--- config.mk ---
export PLATFORM = sky130hd
export DESIGN_NAME = popcount_frame_accum
export DESIGN_NICKNAME = d
export VERILOG_FILES = /design/src/rtl/popcount_pkg.sv /design/src/rtl/popcount_out_reg.sv /design/src/rtl/popcount_frame_accum.sv
export SDC_FILE = /design/constraint.sdc
export NUM_CORES = 1
export LEC_CHECK = 0
export CAP_MARGIN = 20
export CORE_MARGIN = 4
export CORE_UTILIZATION = 55
export CTS_CLUSTER_DIAMETER = 120
export DETAILED_ROUTE_END_ITERATION = 6
export GPL_ROUTABILITY_DRIVEN = 0
export PLACE_DENSITY = 0.83
export SLEW_MARGIN = 20
export SYNTH_ARGS = -nofsm -noshare
export SYNTH_HDL_FRONTEND = slang
export SYNTH_SLANG_ARGS = --single-unit
--- constraint.sdc ---
create_clock -name clk -period 2.7 [get_ports clk]
set_input_delay 0.54 -clock clk [delete_from_list [all_inputs] [get_ports clk]]
set_output_delay 0.54 -clock clk [all_outputs]
set_load 0.05 [all_outputs]
--- src/rtl/popcount_pkg.sv ---
// Shared types and helpers for the popcount frame accumulator.
// Widths here are sized for the widest legal parameterisation.
package popcount_pkg;

  localparam int POPCNT_W  = 7;
  localparam int WORD_BITS = 64;

  typedef enum logic [1:0] {
    IDLE,
    ACCUM,
    DONE
  } state_t;

  // Frame-total record, wide enough for any MAX_WORDS up to 2^15.
  typedef struct packed {
    logic [31:0] sum;
    logic [15:0] words;
    logic        err;
  } frame_result_t;

  // Ceiling log2: bits needed to encode the values 0..value-1.
  function automatic int clog2(input longint unsigned value);
    int r;
    r = 0;
    while ((64'd1 << r) < value) r++;
    return r;
  endfunction

endpackage

--- src/rtl/popcount_out_reg.sv ---
// Result holding register: captures one payload and holds it with
// valid asserted until the downstream handshake consumes it.
module popcount_out_reg #(
  parameter int W = 8
) (
  input  logic         clk,
  input  logic         rst,
  input  logic         load,
  input  logic [W-1:0] load_data,
  output logic         valid,
  input  logic         ready,
  output logic [W-1:0] data
);

  always_ff @(posedge clk) begin
    if (rst) begin
      valid <= 1'b0;
      // NOTE: the payload is reset as well so the result fields read zero after reset.
      data  <= '0;
    end else if (load) begin
      valid <= 1'b1;
      data  <= load_data;
    end else if (valid && ready) begin
      valid <= 1'b0;
    end
  end

endmodule

--- src/rtl/popcount_frame_accum.sv ---
// Accumulates per-word popcounts across an in_last-delimited frame and
// emits one registered frame-total record over a valid/ready interface.
module popcount_frame_accum
  import popcount_pkg::*;
#(
  parameter int MAX_WORDS = 1024,
  parameter int CNT_W     = clog2(MAX_WORDS + 1),
  parameter int SUM_W     = clog2(WORD_BITS * MAX_WORDS + 1)
) (
  input  logic                clk,
  input  logic                rst,
  input  logic                in_valid,
  output logic                in_ready,
  input  logic [POPCNT_W-1:0] in_count,
  input  logic                in_last,
  output logic                out_valid,
  input  logic                out_ready,
  output logic [SUM_W-1:0]    out_sum,
  output logic [CNT_W-1:0]    out_words,
  output logic                out_err
);

  localparam logic [CNT_W-1:0] MAX_CNT = CNT_W'(MAX_WORDS);
  localparam int               PAY_W   = SUM_W + CNT_W + 1;

  state_t             state, state_nxt;
  logic [SUM_W-1:0]   acc, acc_nxt;
  logic [CNT_W-1:0]   wcnt, wcnt_nxt;
  logic               err, err_nxt;

  logic               accept;
  logic               closing;
  logic               out_fire;
  logic               bad_count;
  logic               force_close;
  logic [SUM_W-1:0]   sum_beat;
  logic [CNT_W-1:0]   wcnt_inc;
  logic               err_beat;
  logic [PAY_W-1:0]   res_data;

  // Held off while a result is pending, and during the reset cycle itself.
  assign in_ready    = !rst && (state != DONE);
  assign accept      = in_valid && in_ready;
  assign out_fire    = out_valid && out_ready;

  assign sum_beat    = acc + SUM_W'(in_count);
  assign wcnt_inc    = wcnt + CNT_W'(1);
  assign bad_count   = in_count > POPCNT_W'(WORD_BITS);
  assign force_close = (wcnt_inc == MAX_CNT) && !in_last;
  assign closing     = accept && (in_last || (wcnt_inc == MAX_CNT));
  assign err_beat    = err || bad_count || force_close;

  always_comb begin
    // NOTE: every output gets a default first, so no path can infer a latch.
    state_nxt = state;
    acc_nxt   = acc;
    wcnt_nxt  = wcnt;
    err_nxt   = err;
    case (state)
      IDLE, ACCUM: begin
        if (accept) begin
          acc_nxt   = sum_beat;
          wcnt_nxt  = wcnt_inc;
          err_nxt   = err_beat;
          state_nxt = closing ? DONE : ACCUM;
        end
      end
      DONE: begin
        if (out_fire) begin
          acc_nxt   = '0;
          wcnt_nxt  = '0;
          err_nxt   = 1'b0;
          state_nxt = IDLE;
        end
      end
      default: state_nxt = IDLE;
    endcase
  end

  always_ff @(posedge clk) begin
    if (rst) begin
      state <= IDLE;
      acc   <= '0;
      wcnt  <= '0;
      err   <= 1'b0;
    end else begin
      // NOTE: non-blocking so every register here samples pre-edge values.
      state <= state_nxt;
      acc   <= acc_nxt;
      wcnt  <= wcnt_nxt;
      err   <= err_nxt;
    end
  end

  // The closing beat's totals go straight into the result register.
  popcount_out_reg #(
    .W(PAY_W)
  ) u_out_reg (
    .clk       (clk),
    .rst       (rst),
    .load      (closing),
    .load_data ({sum_beat, wcnt_inc, err_beat}),
    .valid     (out_valid),
    .ready     (out_ready),
    .data      (res_data)
  );

  assign {out_sum, out_words, out_err} = res_data;

endmodule
==> flow_summary_export.csv <==
group,metric,value,unit
run_status,status,"finished clean",
synthesis,syn_nets,398,
clock_network,cts_hold_buf,0,
synthesis,ys_top_cells_by_area,"dfxtp_1 (38%), a21oi_1 (6.8%), nor2_1 (4.2%)",
final_layout,drive_gt1_share,11.8,%
clock_network,cts_max_level,3,
synthesis,ys_types,54,
synthesis,synthTopCellsByCount,"dfxtp_1 (61), a21oi_1 (44), nor2_1 (36), o21ai_0 (22), nand2_1 (20)",
clock_network,post-cts-setup-buffer-count,0,
clock_network,clockBufferDepth,2,
setup_path,cpPeakStageDelay,0.44,ns
clock_network,cts_tree,"built",
global_routing,grt_overflow_total,0,
power,power.leakage,1.39,nW
final_layout,layout.cells.non_filler,496,
clock_network,cts_buffers,9,
final_layout,syn2layout_area_growth,21.6,%
setup_path,path_class,"input port to flop",
routing,vias,3086,
clock_network,insertion_delay,0.35,ns
sta,fin_skew,0.00690,ns
final_layout,nets,440,
setup_path,crit_fanout,5,
clock_network,ctsRootBufferMaster,"clkbuf_8",
setup_path,cp-start-kind,"input port",
power,p_total,2.27,mW
synthesis,synth-seq-area-share,37.6,%
floorplan,core_area,5610,sq um
final_layout,postLayoutCellArea,3950,sq um
clock_network,post_cts_resize_count,0,
synthesis,synthCells,377,
sta,slew_headroom,57.1,%
setup_path,crit_family,"compound AO/OA/AOI/OAI gates",
synthesis,synth-edff-count,0,
floorplan,num_rows,27,
routing,firstDrtPassIters,4,
sta,setup_tns,0,ns
place,post_dp_cell_area,3720,sq um
floorplan,die_h,84.8,um
hold_path,hp-class,"input port to flop",
synthesis,async_reset_ff_share,0,%
global_routing,track_usage,24.0,%
floorplan,ios,43,
setup_path,crit_chain,"clkdlybuf4s50_1 -> ha_1 -> fa_1 -> a211o_1 -> a21oi_1 -> buf_4 -> nor2_1 -> o211ai_1 -> nor3b_1",
sta,max_clock_freq,393,MHz
synthesis,synth_ff_type,"dfxtp_1",
place,post-place-ws,-0.179,ns
floorplan,initial_core_util,57.9,%
setup_path,cp-end-kind,"flop",
sta,setup_ws,0.153,ns
setup_path,path_buf_inv,2,
sta,rsz0062_at_grt,"false",
synthesis,synthesis.area,3250,sq um
clock_network,cts.clk_slew.worst_paths,0.07,ns
global_routing,grt_pass1_wl,14000,um
run,drv_cap,0,
floorplan,dieArea,7190,sq um
synthesis,netlist.area_leader.share,37.6,%
sta,fin_crit,2.55,ns
final_layout,final_util,70.4,%
place,hpwl,5630,um
routing,wl,8340,um
routing,vias_per_cell,6.22,
sta,holdWs,0.421,ns
synthesis,synth.most_common_cell,"dfxtp_1",
place,portBuffers,42,
global_routing,grt_pass1_vias,2951,
setup_path,cp.required,2.96,ns
synthesis,yosys_warnings,0,
clock_network,clock-sinks,61,
routing,ant_nets,0,
setup_path,crit_arrival,2.81,ns
floorplan,fp.dieW,84.8,um
place,dp_cells,480,
final_layout,antenna_cells,0,
routing,drt_iter0_drc,272,
sta,min_period_over_period,94.3,%
global_routing,grt_antenna_before_repair,0,
routing,routedWlPerCell,16.8,um
synthesis,synth_top_area_cell,"dfxtp_1",
sta,finalHoldViolCount,0,
sta,finalMaxSlewViolations,0,
synthesis,synth-seq-cells,61,
routing,remaining_drc_errors,0,
sta,tightest_slew,0.644,ns
power,pwr_density_cell,576,nW/um^2
global_routing,grt_max_degree,58,
sta,setup_viol,0,
power,irDropWorstVdd,0.430,mV
synthesis,syn_avg_cell_area,8.61,sq um
setup_path,cp_slowest_cell,"fa_1",
-- cell families after synthesis --
logic type,count (synthesis),synth area share (%)
buffers and inverters,31,5.55
AND/OR/NAND/NOR,113,17.3
XOR/XNOR,22,5.94
multiplexers,1,0.308
flip-flops,61,37.6
adder cells (fa/ha/maj),9,3.70
AO/OA/AOI/OAI,140,29.6
-- report_power, final --
group / internal (mW) / leakage [nW] / switching (mW)
Clock: 0.567 / 0.116 / 0.358
Sequential: 0.932 / 0.496 / 0.0223
Combinational: 0.143 / 0.776 / 0.250
Total: 1.64 / 1.39 / 0.629
-- layout make-up --
cell class	count	area, sq um
Clock buffer	12	155
Inverter	4	15.0
Clock inverter	4	70.1
Timing Repair Buffer	58	546
Multi-Input combinational cell	285	1850
Fill cell	488	1660
Sequential cell	61	1220
Tap cell	72	90.1
-- placed cells by master (no fill, tap or decap), types with 3 or more instances in the layout --
| master | count |
|---|---|
| dfxtp_1 | 61 |
| a21oi_1 | 44 |
| clkdlybuf4s50_1 | 40 |
| nor2_1 | 36 |
| o21ai_0 | 22 |
| nand2_1 | 20 |
| nand3_1 | 16 |
| buf_4 | 16 |
| xnor2_1 | 14 |
| a22oi_1 | 12 |
| a211oi_1 | 11 |
| clkbuf_8 | 11 |
| a211oi_2 | 10 |
| xor2_1 | 8 |
| nor3_1 | 8 |
| ha_1 | 8 |
| a31oi_1 | 7 |
| o211ai_1 | 6 |
| o21a_1 | 5 |
| and2_1 | 4 |
| nand4_1 | 4 |
| nor4_1 | 4 |
| inv_1 | 4 |
| and3_1 | 3 |
| a21o_1 | 3 |
| or3_1 | 3 |
| a311oi_1 | 3 |
| nand3b_1 | 3 |
-- flip-flops by register name, indices dropped and copies added, names as in the netlist --
register,flops
u_out_reg.valid,1
acc,17
err,1
state,2
wcnt,11
u_out_reg.data,29
-- worst reg2reg max path: cells and delay by family, from the launching register on --
family | cells | cell delay, ns
AO/OA/AOI/OAI | 4 | 0.98
AND/OR/NAND/NOR | 1 | 0.58
flip-flops | 1 | 0.38
buffers and inverters | 1 | 0.24
-- layer usage --
layer  vias up  track usage [%]  part of all wire [%]
li1       1480                -                     -
met1      1453             32.0                    44
met5         -                0                     0
met4         0             9.93                   2.2
met3        21             6.41                   8.1
met2       132             36.7                    45
-- final timing paths --
kind	from	endpoint	slack, ns	depth (start not counted)
worst min-delay path	rst	state[1]	0.42	2
worst min register to register	u_out_reg.data[1]	u_out_reg.data[1]	0.46	2
worst max register to register	wcnt[3]	u_out_reg.data[21]	0.44	6
worst max-delay path	in_count[0]	acc[8]	0.15	9
Note: power is estimated with default switching activity, not from simulation.
